===== config.mk =====
export PLATFORM = sky130hd
export DESIGN_NAME = hit_event_arbiter
export DESIGN_NICKNAME = d
export VERILOG_FILES = /design/src/rtl/hit_event_arbiter.sv
export SDC_FILE = /design/constraint.sdc
export NUM_CORES = 1
export LEC_CHECK = 0
export CAP_MARGIN = 30
export CORE_UTILIZATION = 35
export DETAILED_ROUTE_END_ITERATION = 7
export PLACE_DENSITY = 0.64
export SYNTH_ARGS = -nofsm -noshare
export SYNTH_HDL_FRONTEND = slang
export SYNTH_SLANG_ARGS = --single-unit

===== constraint.sdc =====
create_clock -name i_Clk -period 4.1 [get_ports i_Clk]
set_input_delay 0.615 -clock i_Clk [delete_from_list [all_inputs] [get_ports i_Clk]]
set_output_delay 0.615 -clock i_Clk [all_outputs]
set_load 0.005 [all_outputs]

===== src/rtl/hit_event_arbiter.sv =====
// hit_event_arbiter: captures per-lane hit pulses with a millisecond timestamp and
// serialises them round-robin onto a valid/ready event port; owns the game timebase.
module hit_event_arbiter #(
    parameter int N_LANES    = 4,
    parameter int LANE_W     = 2,
    parameter int CLK_PER_MS = 50_000,
    parameter int TS_W       = 16
) (
    input  logic               i_Clk,
    input  logic               i_Rst_n,
    input  logic               i_Enable,
    input  logic [N_LANES-1:0] i_Pulse,
    output logic               o_Valid,
    input  logic               i_Ready,
    output logic [LANE_W-1:0]  o_Lane,
    output logic [TS_W-1:0]    o_Time,
    output logic [TS_W-1:0]    o_Now,
    output logic [7:0]         o_Drop_Cnt,
    output logic [N_LANES-1:0] o_Pending
);
    localparam int PRE_W = (CLK_PER_MS > 1) ? $clog2(CLK_PER_MS) : 1;
    localparam logic [PRE_W-1:0] PRE_LAST = PRE_W'(CLK_PER_MS - 1);
    localparam int SUM_W = LANE_W + 1;
    localparam logic [SUM_W-1:0] N_SUM = SUM_W'(N_LANES);
    localparam logic [LANE_W-1:0] LAST_LANE = LANE_W'(N_LANES - 1);
    localparam int CNT_W = $clog2(N_LANES + 1);

    localparam logic [0:0] S_IDLE    = 1'b0;
    localparam logic [0:0] S_PRESENT = 1'b1;

    logic [0:0]         state;
    logic [PRE_W-1:0]   prescale;
    logic [LANE_W-1:0]  rr_ptr;
    logic [TS_W-1:0]    ts [N_LANES];
    logic               gnt_vld;
    logic [LANE_W-1:0]  gnt_lane;
    logic [N_LANES-1:0] gnt_mask;
    logic [N_LANES-1:0] overrun;
    logic [CNT_W-1:0]   overrun_cnt;

    function automatic logic [7:0] sat_add(input logic [7:0] acc, input logic [CNT_W-1:0] inc);
        logic [8:0] sum;
        sum = {1'b0, acc} + 9'(inc);
        return sum[8] ? 8'hFF : sum[7:0];
    endfunction

    // Grant decision: first pending lane at or after rr_ptr, modulo N_LANES
    always_comb begin
        logic [SUM_W-1:0]  sum;
        logic [LANE_W-1:0] idx;
        gnt_vld  = 1'b0;
        gnt_lane = '0;
        sum      = '0;
        idx      = '0;
        for (int i = 0; i < N_LANES; i++) begin
            sum = {1'b0, rr_ptr} + SUM_W'(i);
            if (sum >= N_SUM) begin
                sum = sum - N_SUM;
            end
            idx = sum[LANE_W-1:0];
            if (!gnt_vld && o_Pending[idx]) begin
                gnt_vld  = 1'b1;
                gnt_lane = idx;
            end
        end
        gnt_vld  = gnt_vld && (state == S_IDLE) && i_Enable;
        gnt_mask = gnt_vld ? (N_LANES'(1) << gnt_lane) : '0;
    end

    // A lane granted this cycle frees its slot, so a same-cycle re-hit is not an overrun
    always_comb begin
        overrun     = i_Enable ? (i_Pulse & o_Pending & ~gnt_mask) : '0;
        overrun_cnt = '0;
        for (int i = 0; i < N_LANES; i++) begin
            overrun_cnt = overrun_cnt + CNT_W'(overrun[i]);
        end
    end

    always_ff @(posedge i_Clk or negedge i_Rst_n) begin
        if (!i_Rst_n) begin
            prescale <= '0;
            o_Now    <= '0;
        end else if (!i_Enable) begin
            prescale <= '0;
            o_Now    <= '0;
        end else if (prescale == PRE_LAST) begin
            prescale <= '0;
            o_Now    <= o_Now + TS_W'(1);
        end else begin
            prescale <= prescale + PRE_W'(1);
        end
    end

    always_ff @(posedge i_Clk or negedge i_Rst_n) begin
        if (!i_Rst_n) begin
            o_Pending <= '0;
            for (int k = 0; k < N_LANES; k++) begin
                ts[k] <= '0;
            end
        end else if (!i_Enable) begin
            o_Pending <= '0;
        end else begin
            o_Pending <= (o_Pending & ~gnt_mask) | i_Pulse;
            for (int k = 0; k < N_LANES; k++) begin
                if (i_Pulse[k] && !overrun[k]) begin
                    ts[k] <= o_Now;
                end
            end
        end
    end

    always_ff @(posedge i_Clk or negedge i_Rst_n) begin
        if (!i_Rst_n) begin
            o_Drop_Cnt <= '0;
        end else if (i_Enable) begin
            o_Drop_Cnt <= sat_add(o_Drop_Cnt, overrun_cnt);
        end
    end

    // Event port: o_Lane/o_Time frozen while presenting until accepted
    always_ff @(posedge i_Clk or negedge i_Rst_n) begin
        if (!i_Rst_n) begin
            state   <= S_IDLE;
            o_Valid <= 1'b0;
            o_Lane  <= '0;
            o_Time  <= '0;
            rr_ptr  <= '0;
        end else if (!i_Enable) begin
            state   <= S_IDLE;
            o_Valid <= 1'b0;
            rr_ptr  <= '0;
        end else if (state == S_IDLE) begin
            if (gnt_vld) begin
                state   <= S_PRESENT;
                o_Valid <= 1'b1;
                o_Lane  <= gnt_lane;
                o_Time  <= ts[gnt_lane];
                rr_ptr  <= (gnt_lane == LAST_LANE) ? '0 : gnt_lane + LANE_W'(1);
            end
        end else if (i_Ready) begin
            state   <= S_IDLE;
            o_Valid <= 1'b0;
        end
    end
endmodule


==> results.toml <==
[status]
status = "complete, no violations"

[route]
drt_pre_antenna_iters = 4
totalWireLength_um = 15300
vias = 4492
drc = 0
ant_nets = 0
wl_per_cell_um = 18.3
drt_iter0_drc = 283
viasPerCell = 5.39

[final_layout]
final_common_cell = "dfrtp_1"
diodes = 0
area_growth_pct = 22.7
nNetsFinal = 613
layout_common_cells = "dfrtp_1, mux2_2, clkdlybuf4s50_1, nor2_1, nand2_1"
drive_gt1_share_pct = 21.7

[sta]
rsz0062_at_grt = "false"
skew_ns = 0.00797
drv_slew = 0
worst_slew_pin_slew_ns = 0.910
relSlewSlack_pct = 39.3
max_freq_mhz = 261
post-route-period-util_pct = 93.3
finalSetupViolations = 0
period_needed_ns = 3.82
whs_ns = 0.312
setup_tns_ns = 0
hold_viol_final = 0

[yosys]
syn_area_um2 = 6150
synth_area_per_cell_um2 = 11.6
yosysTopAreaCell = "dfrtp_1"
yosys_warnings = 0
yosysSeqAreaShare_pct = 52.9
synth-seq-cells = 130
synth-main-ff-cell = "dfrtp_1"
synthArstFlopShare_pct = 100
yosysTopAreaCellShare_pct = 52.9
syn-num-nets = 549
synth_cell_types = 54
synth_cells = 531
synthTopCellsByArea = "dfrtp_1, mux2_2, nor2_1"
synth_edf_count = 0

[worst_setup_path]
endpoint_kind = "flip-flop"
critical-path-slowest-cell = "dfrtp_1"
cp.required_ns = 4.40
arrival_ns = 4.12
critical_path_class = "flip-flop to flip-flop"
critPathLaunchType = "flip-flop"
crit_chain = "nand2b_1, a211o_1, nand2_1, inv_1, ha_1, a21boi_0, nand3_1, fa_1, fa_1, inv_1, fa_1, and3_1, nand4_1, nor3_1, a21oi_1"
cp.depth = 15
cp_top_family = "adder cells"
r2r_cells = 15
critPathMaxStageDelay_ns = 0.47
path_buf_inv = 2
crit_top_cell = "fa_1"
path_max_fanout = 9

[cts]
cts_tree = "built"
cts_resized = 0
cts_setup_buffers = 0
clockBufferDepth = 2
root_buffer = "clkbuf_16"
clk_pin_slew_ns = 0.06
clkLatencyLatePin_ns = 0.42
numCtsBuffers = 17
clock_sinks = 130
htreeDepth = 4
holdBufCountCts = 0

[hold_path]
min_path_type = "primary input to async pin"

[flow_run]
drv_cap = 0

[floorplan]
rows = 48
dieArea_um2 = 18100
ios = 55
die_x_um = 135
core_um2 = 17200
dieHeight_um = 135
start_util_pct = 35.7

[grt]
grt_pass1_vias = 4616
grt_overflow = 0
grt_pass1_wl_um = 24600
antenna_found_initial = 0
track_usage_pct = 18.0
grt_max_degree = 72

[pwr]
max-vdd-ir-drop_mv = 0.325
p_per_area_nw_per_um2 = 427
cellLeakagePower_nw = 3.45

[place]
place_hpwl_um = 9880
port_buffers = 54
gp_congestion = 0.837
==> registers in the layout, indices dropped and copies added, names as in the netlist <==
| register | cells |
|---|---|
| state | 1 |
| prescale | 16 |
| o_Valid | 1 |
| o_Lane | 2 |
| o_Pending | 4 |
| o_Time | 16 |
| o_Drop_Cnt | 8 |
| ts | 64 |
| rr_ptr | 2 |
| o_Now | 16 |
==> synthesized netlist by cell type, types with 3 or more instances <==
| cell type | instances |
|---|---|
| dfrtp_1 | 130 |
| xor2_1 | 13 |
| xnor2_1 | 10 |
| nand4_1 | 23 |
| mux2_2 | 72 |
| o31ai_1 | 17 |
| a21boi_0 | 4 |
| o21a_1 | 3 |
| clkbuf_1 | 15 |
| inv_1 | 10 |
| mux2i_1 | 7 |
| o21ai_0 | 11 |
| a221o_1 | 11 |
| nand3_1 | 17 |
| o211ai_1 | 4 |
| or4_1 | 4 |
| a21o_1 | 6 |
| nand2_1 | 30 |
| and3_1 | 9 |
| a21oi_1 | 25 |
| a211oi_1 | 3 |
| nand2b_1 | 3 |
| mux2_1 | 3 |
| nor2_1 | 46 |
| fa_1 | 3 |
| buf_2 | 7 |
| ha_1 | 7 |
| nor2b_1 | 5 |
==> area by class of cell <==
cell class / instances / area [um^2]
clock buffer: 22 / 464
clock inverter: 10 / 109
fill: 1595 / 9690
inverter: 11 / 43.8
multi-input combinational: 365 / 2740
sequential: 130 / 3250
tap: 225 / 282
timing repair buffer: 70 / 658
==> report_power, final <==
| part | leakage (nW) | internal (mW) | switching [mW] |
|---|---|---|---|
| Clock | 0.280 | 0.921 | 0.537 |
| Sequential | 1.79 | 1.33 | 0.0601 |
| Combinational | 1.38 | 0.157 | 0.227 |
| Total | 3.45 | 2.40 | 0.824 |
==> layer usage <==
layer	routed length, um	share of wire [%]	GRT usage, %	vias to the layer above
met5	0	0	0	-
met3	872	5.7	4.92	26
met4	291	1.9	7.05	0
li1	-	-	-	2064
met1	6890	45	23.6	2257
met2	7200	47	28.3	145
==> stage by stage <==
step	worst slack (ns)	power, mW	util (%)	cells	instance area, um^2
2_1_floorplan	0.551	1.59	-	531	6150
3_3_place_gp	0.423	1.78	40.5	801	6970
3_5_place_dp	0.351	1.79	40.5	801	6970
4_1_cts	0.316	3.26	43.8	833	7550
5_1_grt	0.0449	3.37	43.8	833	7550
6_report	0.276	3.23	43.8	833	7550
==> logic make-up after synthesis <==
family	after synthesis	share of synthesized area, %
AO/OA/AOI/OAI	89	9.91
XOR/XNOR	23	3.28
adder cells (fa/ha/maj)	10	2.40
multiplexers	82	14.9
AND/OR/NAND/NOR	161	14.1
buffers and inverters	36	2.58
flip-flops	130	52.9
==> path summary, 6_finish.rpt <==
path                              startpoint       endpoint  slack [ns]
worst max register to register  o_Pending[3]  o_Drop_Cnt[6]        0.28
worst min-delay path                 i_Rst_n     o_Time[11]        0.31
worst max-delay path            o_Pending[3]  o_Drop_Cnt[6]        0.28
max in group asynchronous            i_Rst_n   prescale[13]        2.78
worst min register to register   prescale[0]    prescale[0]        0.48
min in group i_Clk               prescale[0]    prescale[0]        0.48
No activity file was read; power rests on OpenSTA's default activity.
